**config.mk**
```make
export PLATFORM = sky130hd
export DESIGN_NAME = mdu_ctrl_flat
export DESIGN_NICKNAME = d
export VERILOG_FILES = /design/src/rtl/mdu_ctrl_if.sv /design/src/rtl/mdu_ctrl.sv /design/src/flat_wrapper.sv
export SDC_FILE = /design/constraint.sdc
export NUM_CORES = 1
export LEC_CHECK = 0
export CORE_MARGIN = 2
export CORE_UTILIZATION = 60
export CTS_BUF_LIST = sky130_fd_sc_hd__clkbuf_4 sky130_fd_sc_hd__clkbuf_8
export CTS_CLUSTER_SIZE = 8
export DETAILED_ROUTE_END_ITERATION = 16
export GPL_TIMING_DRIVEN = 0
export PLACE_DENSITY = 0.83
export SYNTH_ARGS = -nofsm -noshare
export SYNTH_HDL_FRONTEND = slang
export SYNTH_SLANG_ARGS = --single-unit
```
**constraint.sdc**
```tcl
create_clock -name clk -period 7.8 [get_ports clk]
set_input_delay 1.56 -clock clk [delete_from_list [all_inputs] [get_ports clk]]
set_output_delay 1.56 -clock clk [all_outputs]
set_load 0.1 [all_outputs]
```
**src/rtl/mdu_ctrl_if.sv**
```systemverilog
`default_nettype none
// +----------------------------------------------------------------------+
// | mdu_ctrl_if : decode/EX-side bundle for the multiply/divide unit      |
// | Rev 1.0                                                                |
// +----------------------------------------------------------------------+
interface mdu_ctrl_if #(
  parameter int WIDTH = 32
);
  logic             start;
  logic [1:0]       op;
  logic [WIDTH-1:0] a;
  logic [WIDTH-1:0] b;
  logic             flush;
  logic             hi_we;
  logic             lo_we;
  logic [WIDTH-1:0] wdata;
  logic             busy;
  logic             done;
  logic [WIDTH-1:0] hi;
  logic [WIDTH-1:0] lo;

  modport master (
    output start, op, a, b, flush, hi_we, lo_we, wdata,
    input  busy, done, hi, lo
  );

  modport slave (
    input  start, op, a, b, flush, hi_we, lo_we, wdata,
    output busy, done, hi, lo
  );
endinterface
`default_nettype wire

```
**src/rtl/mdu_ctrl.sv**
```systemverilog
`default_nettype none
// +----------------------------------------------------------------------+
// | mdu_ctrl : radix-2 MULT/MULTU/DIV/DIVU sequencer owning HI/LO         |
// | Option macro MDU_DIVZERO_FAST_EN: divide by zero bypasses CALC/FIXUP  |
// | Rev 1.0                                                                |
// +----------------------------------------------------------------------+
module mdu_ctrl #(
  parameter int WIDTH = 32
) (
  input  logic      clk,
  input  logic      rst,
  mdu_ctrl_if.slave bus
);

  localparam int c_CNT_W = $clog2(WIDTH + 1);

  typedef enum logic [1:0] {
    S_IDLE  = 2'd0,
    S_CALC  = 2'd1,
    S_FIXUP = 2'd2,
    S_DONE  = 2'd3
  } state_t;

  state_t             r_state;
  logic               r_div;
  logic [WIDTH-1:0]   r_a_raw;
  logic [WIDTH-1:0]   r_b;
  logic [WIDTH-1:0]   r_acc;
  logic [WIDTH-1:0]   r_q;
  logic               r_neg_res;
  logic               r_neg_rem;
  logic               r_divzero;
  logic [c_CNT_W-1:0] r_cnt;
  logic               r_busy;
  logic               r_done;
  logic [WIDTH-1:0]   r_hi;
  logic [WIDTH-1:0]   r_lo;

  logic               w_signed;
  logic [WIDTH-1:0]   w_a_mag;
  logic [WIDTH-1:0]   w_b_mag;
  logic [WIDTH:0]     w_mul_sum;
  logic [WIDTH:0]     w_div_sh;
  logic [WIDTH:0]     w_div_diff;
  logic               w_div_ge;
  logic [2*WIDTH-1:0] w_prod;
  logic [2*WIDTH-1:0] w_prod_fix;
  logic [WIDTH-1:0]   w_res_hi;
  logic [WIDTH-1:0]   w_res_lo;

  assign w_signed = ~bus.op[0];
  assign w_a_mag  = (w_signed && bus.a[WIDTH-1]) ? -bus.a : bus.a;
  assign w_b_mag  = (w_signed && bus.b[WIDTH-1]) ? -bus.b : bus.b;

  // Multiply keeps {acc,q} as the product; divide keeps acc=remainder, q=quotient.
  assign w_mul_sum  = {1'b0, r_acc} + (r_q[0] ? {1'b0, r_b} : '0);
  assign w_div_sh   = {r_acc, r_q[WIDTH-1]};
  assign w_div_diff = w_div_sh - {1'b0, r_b};
  assign w_div_ge   = ~w_div_diff[WIDTH];

  assign w_prod     = {r_acc, r_q};
  assign w_prod_fix = r_neg_res ? -w_prod : w_prod;

  always_comb begin
    w_res_hi = w_prod_fix[2*WIDTH-1:WIDTH];
    w_res_lo = w_prod_fix[WIDTH-1:0];
    if (r_div) begin
      if (r_divzero) begin
        w_res_hi = r_a_raw;
        w_res_lo = '1;
      end else begin
        w_res_hi = r_neg_rem ? -r_acc : r_acc;
        w_res_lo = r_neg_res ? -r_q : r_q;
      end
    end
  end

  always_ff @(posedge clk or posedge rst) begin
    if (rst) begin
      r_state   <= S_IDLE;
      r_div     <= 1'b0;
      r_a_raw   <= '0;
      r_b       <= '0;
      r_acc     <= '0;
      r_q       <= '0;
      r_neg_res <= 1'b0;
      r_neg_rem <= 1'b0;
      r_divzero <= 1'b0;
      r_cnt     <= '0;
      r_busy    <= 1'b0;
      r_done    <= 1'b0;
      r_hi      <= '0;
      r_lo      <= '0;
    end else begin
      r_done <= 1'b0;
      // MTHI/MTLO first so a same-edge completion write takes priority.
      if (bus.hi_we) r_hi <= bus.wdata;
      if (bus.lo_we) r_lo <= bus.wdata;

      case (r_state)
        S_IDLE: begin
          if (bus.start && !bus.flush) begin
            r_div     <= bus.op[1];
            r_a_raw   <= bus.a;
            r_acc     <= '0;
            r_q       <= bus.op[1] ? w_a_mag : w_b_mag;
            r_b       <= bus.op[1] ? w_b_mag : w_a_mag;
            r_neg_res <= w_signed & (bus.a[WIDTH-1] ^ bus.b[WIDTH-1]);
            r_neg_rem <= w_signed & bus.a[WIDTH-1];
            r_divzero <= bus.op[1] & (bus.b == '0);
            r_cnt     <= c_CNT_W'(WIDTH);
`ifdef MDU_DIVZERO_FAST_EN
            if (bus.op[1] && (bus.b == '0)) begin
              r_hi    <= bus.a;
              r_lo    <= '1;
              r_done  <= 1'b1;
              r_state <= S_DONE;
            end else begin
              r_busy  <= 1'b1;
              r_state <= S_CALC;
            end
`else
            r_busy  <= 1'b1;
            r_state <= S_CALC;
`endif
          end
        end

        S_CALC: begin
          if (bus.flush) begin
            r_busy  <= 1'b0;
            r_state <= S_IDLE;
          end else begin
            if (r_div) begin
              r_acc <= w_div_ge ? w_div_diff[WIDTH-1:0] : w_div_sh[WIDTH-1:0];
              r_q   <= {r_q[WIDTH-2:0], w_div_ge};
            end else begin
              r_acc <= w_mul_sum[WIDTH:1];
              r_q   <= {w_mul_sum[0], r_q[WIDTH-1:1]};
            end
            r_cnt <= r_cnt - c_CNT_W'(1);
            if (r_cnt == c_CNT_W'(1)) r_state <= S_FIXUP;
          end
        end

        S_FIXUP: begin
          r_busy <= 1'b0;
          if (bus.flush) begin
            r_state <= S_IDLE;
          end else begin
            r_hi    <= w_res_hi;
            r_lo    <= w_res_lo;
            r_done  <= 1'b1;
            r_state <= S_DONE;
          end
        end

        S_DONE:  r_state <= S_IDLE;
        default: r_state <= S_IDLE;
      endcase
    end
  end

  assign bus.busy = r_busy;
  assign bus.done = r_done;
  assign bus.hi   = r_hi;
  assign bus.lo   = r_lo;

endmodule
`default_nettype wire

```
**src/flat_wrapper.sv**
```systemverilog
// flat-port wrapper written by rule: the top's interface ports become plain ports
module mdu_ctrl_flat 
#(
  parameter int WIDTH = 32
)
  (clk, rst, bus_start, bus_op, bus_a, bus_b, bus_flush, bus_hi_we, bus_lo_we, bus_wdata, bus_busy, bus_done, bus_hi, bus_lo);
  mdu_ctrl_if #(.WIDTH(WIDTH)) bus_i ();
  input  logic clk;
  input  logic rst;
  input wire logic [$bits(bus_i.start)-1:0] bus_start;
  input wire logic [$bits(bus_i.op)-1:0] bus_op;
  input wire logic [$bits(bus_i.a)-1:0] bus_a;
  input wire logic [$bits(bus_i.b)-1:0] bus_b;
  input wire logic [$bits(bus_i.flush)-1:0] bus_flush;
  input wire logic [$bits(bus_i.hi_we)-1:0] bus_hi_we;
  input wire logic [$bits(bus_i.lo_we)-1:0] bus_lo_we;
  input wire logic [$bits(bus_i.wdata)-1:0] bus_wdata;
  output wire logic [$bits(bus_i.busy)-1:0] bus_busy;
  output wire logic [$bits(bus_i.done)-1:0] bus_done;
  output wire logic [$bits(bus_i.hi)-1:0] bus_hi;
  output wire logic [$bits(bus_i.lo)-1:0] bus_lo;
  assign bus_i.start = bus_start;
  assign bus_i.op = bus_op;
  assign bus_i.a = bus_a;
  assign bus_i.b = bus_b;
  assign bus_i.flush = bus_flush;
  assign bus_i.hi_we = bus_hi_we;
  assign bus_i.lo_we = bus_lo_we;
  assign bus_i.wdata = bus_wdata;
  assign bus_busy = bus_i.busy;
  assign bus_done = bus_i.done;
  assign bus_hi = bus_i.hi;
  assign bus_lo = bus_i.lo;
  mdu_ctrl #(.WIDTH(WIDTH)) u_core (.clk(clk), .rst(rst), .bus(bus_i));
endmodule
```
==> metrics.csv, run 1 <==
metric;value;unit
reg2reg_slack;2.66;ns
die_area;29690;um^2
cp-start-kind;flip-flop;
drc_errors;0;
r2r_start;u_core.r_q[0]$_DFFE_PP0P_;
cts_resized;0;
startpoint;u_core.r_q[0]$_DFFE_PP0P_;
finalWirelength;66.50;mm
setup_slack;2.657;ns
power;9.528;mW
antenna_left;0;
power_density;477.5;nW/um^2
synth_edf_count;0;
syn_area;17000;um^2
routedWlPerCell;25.01;um
finalWeightedCongestion;1.044;
status;finished clean;
grt_pass1_wl;99.18;mm
fillers;2172;
crit_slowest_cell;o41ai_1;
crit_family;compound AO/OA/AOI/OAI gates;
hp-class;flip-flop to flip-flop;
fp.dieW;172.3;um
multi_input_area;11040;um^2
final-hold-violation-count;0;
slew_headroom;0.1911;
clk_latency;0.55;ns
worstPathMaxFanout;10;
cts.clk_slew.worst_paths;0.07;ns
post-route-min-period;5.143;ns
synth_cells;2047;
synth_top_area_cell;dfrtp_1;
ys_ff_latch;206;
grt_antenna_before_repair;3;
drt-pass1-iter-count;6;
clkSinkCount;206;
cts-htree-levels;2;
num_io_pins;170;
hpwl;51.58;mm
synthesis.nets;2227;
crit_path_end_kind;flip-flop;
drv_slew;0;
track_usage;0.4464;
vias;17620;
finalSetupTns;0;ns
cp_num_buf_inv;2;
worst_slew_pin_slew;1.198;ns
avgViaCountPerCell;6.628;
required;8.23;ns
path_cells;inv_1 > clkbuf_1 > nor2_1 > ha_1 > and3_1 > a2111o_1 > a21oi_1 > o41ai_1 > a31oi_1 > a211oi_1 > o21ai_0 > nand2b_1 > xor2_1 > a221o_1;
final_core_util;0.7163;
reg2regPathDepth;14;
yosysMostFrequentCell;dfrtp_1;
grt_pass1_vias;16760;
nets;2435;
die_height;172.3;um
cts_buffer_depth;3;
stdcell_area;19960;um^2
worstSetupPathType;flip-flop to flip-flop;
leakagePower;8.502;nW
yosysUniqueCellTypes;76;
syn-mean-instance-area;8.302;um^2
fin_skew;0.01693;ns
fin_crit_sh;0.6593;
gr-total-overflow;0;
vdd_drop_max;343.5;uV
yosys_warnings;0;
pre_cts_slack;2.903;ns
cts_setup_buffers;0;
drt_iter0_markers;2199;
syn_to_final_growth;17.42;%
endpoint;u_core.r_acc[30]$_DFFE_PP0P_;
cts_hold_buf;0;
r2r_end;u_core.r_acc[30]$_DFFE_PP0P_;
cap_violations;0;
setup_viol;0;
place_area;19170;um^2
async_reset_ff_frac;1.000;
tritoncts;yes;
max_stage_delay;1.09;ns
portBuffers;167;
crit_arrival;5.57;ns
root_buffer;clkbuf_8;
cts_buffers;38;
max_freq;194.4;MHz
core_region_area;27860;um^2
rsz0062_at_grt;no;
ys.flop_type;dfrtp_1;
synth_common_cells;dfrtp_1, o21ai_0, nor2_1;
yosysTopAreaCellShare;0.3033;
ys_top_cells_by_area;dfrtp_1, mux2i_1, xnor2_1, o21ai_0, ha_1;
worst-path-stages;14;
register_area;5155;um^2
grt_max_degree;116;
initial_core_util;0.6101;
num_rows;61;
drive_above_1_share;0.06535;
seq_area_frac_synth;0.3033;
==> final cells by class <==
cell class                      count  share of cell area
Inverter                           67             0.01298
Timing Repair Buffer              168             0.08515
Multi-Input combinational cell   1640              0.5534
Tap cell                          378             0.02370
Clock inverter                      5            0.001379
Buffer                            134             0.02734
Sequential cell                   206              0.2583
Clock buffer                       60             0.03762
Antenna cell                        1           0.0001254
==> registers in the layout (all words and copies together), names as in the netlist, 2 cells and up <==
signal / count
u_core.bus.hi: 32
u_core.bus.lo: 32
u_core.r_a_raw: 32
u_core.r_acc: 32
u_core.r_b: 32
u_core.r_cnt: 6
u_core.r_q: 32
u_core.r_state: 2
==> cell families after synthesis <==
group | count (synthesis) | synth area share
fa+ha+maj | 76 | 0.05684
buf+inv | 201 | 0.04690
flops | 206 | 0.3033
compound gates | 622 | 0.2257
simple gates | 563 | 0.1539
xor+xnor | 201 | 0.1047
mux | 178 | 0.1087
==> worst reg2reg max path, delay by kind of cell (launching register included) <==
kind / cells / cell delay, ns
AOI/OAI and AO/OA: 7 / 2.87
buffers and inverters: 2 / 0.84
adders and majority gates: 1 / 0.38
and+or+nand+nor: 3 / 0.39
DFF: 1 / 0.50
xor gates and xnor gates: 1 / 0.07
==> routing by layer <==
metal / vias up / track usage / routed length [um]
met2: 1269 / 0.6646 / 28230
met1: 8324 / 0.5909 / 25760
met5: - / 0 / 13
met3: 266 / 0.1252 / 8391
met4: 2 / 0.2360 / 4105
li1: 7762 / - / -
==> how the worst min path moves through the flow <==
stage                              startpoint                        endpoint  slack (ns)  cells after the start
3_5_place_dp        u_core.r_b[9]$_DFFE_PP0P_       u_core.r_b[9]$_DFFE_PP0P_        0.47                      2
3_3_place_gp    u_core.r_a_raw[1]$_DFFE_PP0P_   u_core.r_a_raw[1]$_DFFE_PP0P_        0.47                      2
6_report            u_core.r_b[9]$_DFFE_PP0P_       u_core.r_b[9]$_DFFE_PP0P_        0.48                      2
2_1_floorplan  u_core.r_a_raw[17]$_DFFE_PP0P_  u_core.r_a_raw[17]$_DFFE_PP0P_        0.45                      2
5_1_grt             u_core.r_b[4]$_DFFE_PP0P_       u_core.r_b[4]$_DFFE_PP0P_        0.51                      2
4_1_cts             u_core.r_b[9]$_DFFE_PP0P_       u_core.r_b[9]$_DFFE_PP0P_        0.49                      2
==> power by group <==
group	total, mW	internal [mW]	switching [mW]
Clock	1.10	0.608	0.488
Sequential	2.03	1.52	0.510
Combinational	6.40	2.25	4.15
==> metrics by stage <==
stage | instances | hold WS [ns]
global placement | 2592 | 0.4654
global route | 2658 | 0.5125
detailed placement | 2593 | 0.4717
floorplan | 2047 | 0.4492
CTS | 2658 | 0.4860
finish | 2659 | 0.4836
==> cells in the final DEF (no fill, tap or decap), types with 52 or more instances in the layout <==
master             n
dfrtp_1          206
o21ai_0          196
nor2_1           183
a21oi_1          179
nand2_1          171
clkdlybuf4s50_1  167
mux2i_1          126
xnor2_1          121
clkbuf_1         115
xor2_1            79
ha_1              74
inv_1             63
mux2_2            52
a22oi_1           52
(Power assumes the default switching activity.)
==> run 2: changes to the inputs <==
--- a/config.mk
+++ b/config.mk
@@ -6,12 +6,12 @@
 export NUM_CORES = 1
 export LEC_CHECK = 0
 export CORE_MARGIN = 2
-export CORE_UTILIZATION = 60
+export CORE_UTILIZATION = 54
 export CTS_BUF_LIST = sky130_fd_sc_hd__clkbuf_4 sky130_fd_sc_hd__clkbuf_8
 export CTS_CLUSTER_SIZE = 8
 export DETAILED_ROUTE_END_ITERATION = 16
 export GPL_TIMING_DRIVEN = 0
-export PLACE_DENSITY = 0.83
+export PLACE_DENSITY = 0.79
 export SYNTH_ARGS = -nofsm -noshare
 export SYNTH_HDL_FRONTEND = slang
 export SYNTH_SLANG_ARGS = --single-unit
==> constraint.sdc (replaced) <==
create_clock -name clk -period 4.2 [get_ports clk]
set_input_delay 0.84 -clock clk [delete_from_list [all_inputs] [get_ports clk]]
set_output_delay 0.84 -clock clk [all_outputs]
set_load 0.1 [all_outputs]
==> run 2 against run 1 <==
Against the previous run: worst hold slack lost 0.0050 ns; clock skew grew 0.0041 ns; cell area grew 1.3%; global-route usage shrank 4.6 points; cell count grew 1.2%; maximum frequency grew 25%; clock power grew 97%; register-to-register slack lost 2.6 ns; combinational power grew 88%; core utilization shrank 6.1 points; via count shrank 0.71%; first-iteration DRC count shrank 5.5%; largest power group unchanged.
==> metrics.csv, run 2 (synthesis results as in run 1) <==
metric;value;unit;change
portBuffers;167;;unchanged
drt_iter0_markers;2077;;-5.5%
track_usage;0.4003;;-0.04617
gr-total-overflow;0;;unchanged
grt_antenna_before_repair;3;;unchanged
fin_crit_sh;0.9783;;+0.3190
tritoncts;yes;;
syn_to_final_growth;18.96;%;
cts_buffers;40;;+5.3%
vias;17500;;-0.71%
vdd_drop_max;402.9;uV;+17%
drv_slew;0;;unchanged
nets;2445;;+0.41%
cts_buffer_depth;3;;unchanged
slew_headroom;0.2742;;+0.08309
drive_above_1_share;0.07461;;+0.009256
setup_viol;0;;unchanged
required;4.65;ns;-3.58 ns
die_area;32910;um^2;+11%
cts.clk_slew.worst_paths;0.07;ns;about the same
fin_skew;0.02107;ns;+0.004142 ns
fillers;2630;;+21%
cts_hold_buf;0;;unchanged
finalWirelength;66.73;mm;+0.34%
final-hold-violation-count;0;;unchanged
finalWeightedCongestion;0.9920;;-5.0%
finalSetupTns;0;ns;unchanged
cp-start-kind;flip-flop;;
layout_common_cells;dfrtp_1, o21ai_0, nor2_1, a21oi_1, nand2_1;;
clkSinkCount;206;;unchanged
num_rows;64;;+4.9%
crit_path_end_kind;flip-flop;;
grt_pass1_wl;100.9;mm;+1.7%
die_height;181.4;um;+5.3%
max_freq;243.4;MHz;+25%
crit_arrival;4.56;ns;-1.01 ns
power_density;887.6;nW/um^2;+86%
grt_pass1_vias;16570;;-1.2%
hpwl;52.44;mm;+1.7%
num_io_pins;170;;unchanged
worst_slew_pin_slew;1.089;ns;-0.1090 ns
worstSetupPathType;flip-flop to flip-flop;;
hp-class;flip-flop to flip-flop;;
final_common_cell;dfrtp_1;;
drt-pass1-iter-count;6;;unchanged
routedWlPerCell;24.80;um;-0.85%
drc_errors;0;;unchanged
rsz0062_at_grt;no;;
cap_violations;0;;unchanged
fp.dieW;181.4;um;+5.3%
status;finished clean;;
final_core_util;0.6558;;-0.06056
grt_max_degree;43;;-63%
clk_latency;0.57;ns;+0.02 ns
post-route-min-period;4.109;ns;-1.034 ns
initial_core_util;0.5513;;-0.05880
avgViaCountPerCell;6.502;;-1.9%
core_region_area;30830;um^2;+11%
antenna_left;0;;unchanged
root_buffer;clkbuf_8;;
cts-htree-levels;2;;unchanged
leakagePower;8.627;nW;+1.5%
worstPathMaxFanout;10;;unchanged
-- run 2: metrics by stage --
stage	cells	hold slack, ns	total power [mW]	instance area, um^2	setup WS (ns)
4_1_cts	2687	0.4839	17.53	20170	0.02235
2_1_floorplan	2047	0.4492	11.99	17000	0.4913
3_5_place_dp	2615	0.4713	15.23	19270	-0.6664
6_report	2691	0.4786	17.94	20220	0.09095
3_3_place_gp	2610	0.4667	14.99	19170	-1.019
5_1_grt	2690	0.5026	18.93	20210	0.02963
-- run 2: layer usage --
metal  part of all wire  wire, um  vias to the layer above  GRT usage
li1                   -         -                     7808          -
met1               0.42     27690                     8411     0.5615
met2               0.42     27970                     1068     0.5902
met3               0.11      7158                      208    0.07441
met4              0.058      3896                        2     0.2059
met5            0.00019        13                        -          0
-- run 2: layout make-up --
cell class | instances | area (um^2) | share of cell area
multi-input combinational | 1640 | 11090 | 0.5486
tap | 396 | 495.5 | 0.02451
timing repair buffer | 177 | 1822 | 0.09011
inverter | 67 | 259.0 | 0.01281
clock inverter | 9 | 76.32 | 0.003775
sequential | 206 | 5157 | 0.2551
buffer | 133 | 544.3 | 0.02692
clock buffer | 60 | 763.2 | 0.03775
antenna | 3 | 7.507 | 0.0003713
-- run 2: final timing paths --
kind	start	cells past startpoint	slack (ns)	to
min in group asynchronous	rst	2	0.74	u_core.r_acc[26]$_DFFE_PP0P_
worst max register to register	u_core.r_q[0]$_DFFE_PP0P_	14	0.09	u_core.r_acc[30]$_DFFE_PP0P_
worst max-delay path	u_core.r_q[0]$_DFFE_PP0P_	14	0.09	u_core.r_acc[30]$_DFFE_PP0P_
worst min-delay path	u_core.r_b[10]$_DFFE_PP0P_	2	0.48	u_core.r_b[10]$_DFFE_PP0P_
worst min register to register	u_core.r_b[10]$_DFFE_PP0P_	2	0.48	u_core.r_b[10]$_DFFE_PP0P_
max in group asynchronous	rst	4	2.48	u_core.r_cnt[4]$_DFFE_PP0P_
-- run 2: what timing repair did --
| action | 4_1_cts | 5_1_grt |
|---|---|---|
| pin swaps | 0 | 1 |
| setup buffers | 4 | 1 |
| cloned | 0 | 0 |
| resized for setup | 5 | 9 |
| setup endpoints to repair | 30 | 34 |
-- run 2: report_power, final --
| part | switching, mW | internal (mW) | leakage, nW |
|---|---|---|---|
| Sequential | 0.944 | 2.83 | 2.48 |
| Combinational | 7.71 | 4.29 | 5.70 |
| Clock | 0.949 | 1.22 | 0.448 |
-- run 2: critical path, cell delays in order (launching register included) --
cell	delay [ns]
dfrtp_2	0.49
clkinvlp_4	0.17
clkbuf_2	0.26
nor2_1	0.09
ha_1	0.37
and3_1	0.20
a2111o_1	0.27
a21oi_4	0.11
o41ai_4	0.56
a31oi_1	0.27
a211oi_1	0.52
o21ai_0	0.19
nand2b_1	0.12
xor2_1	0.07
a221o_1	0.31
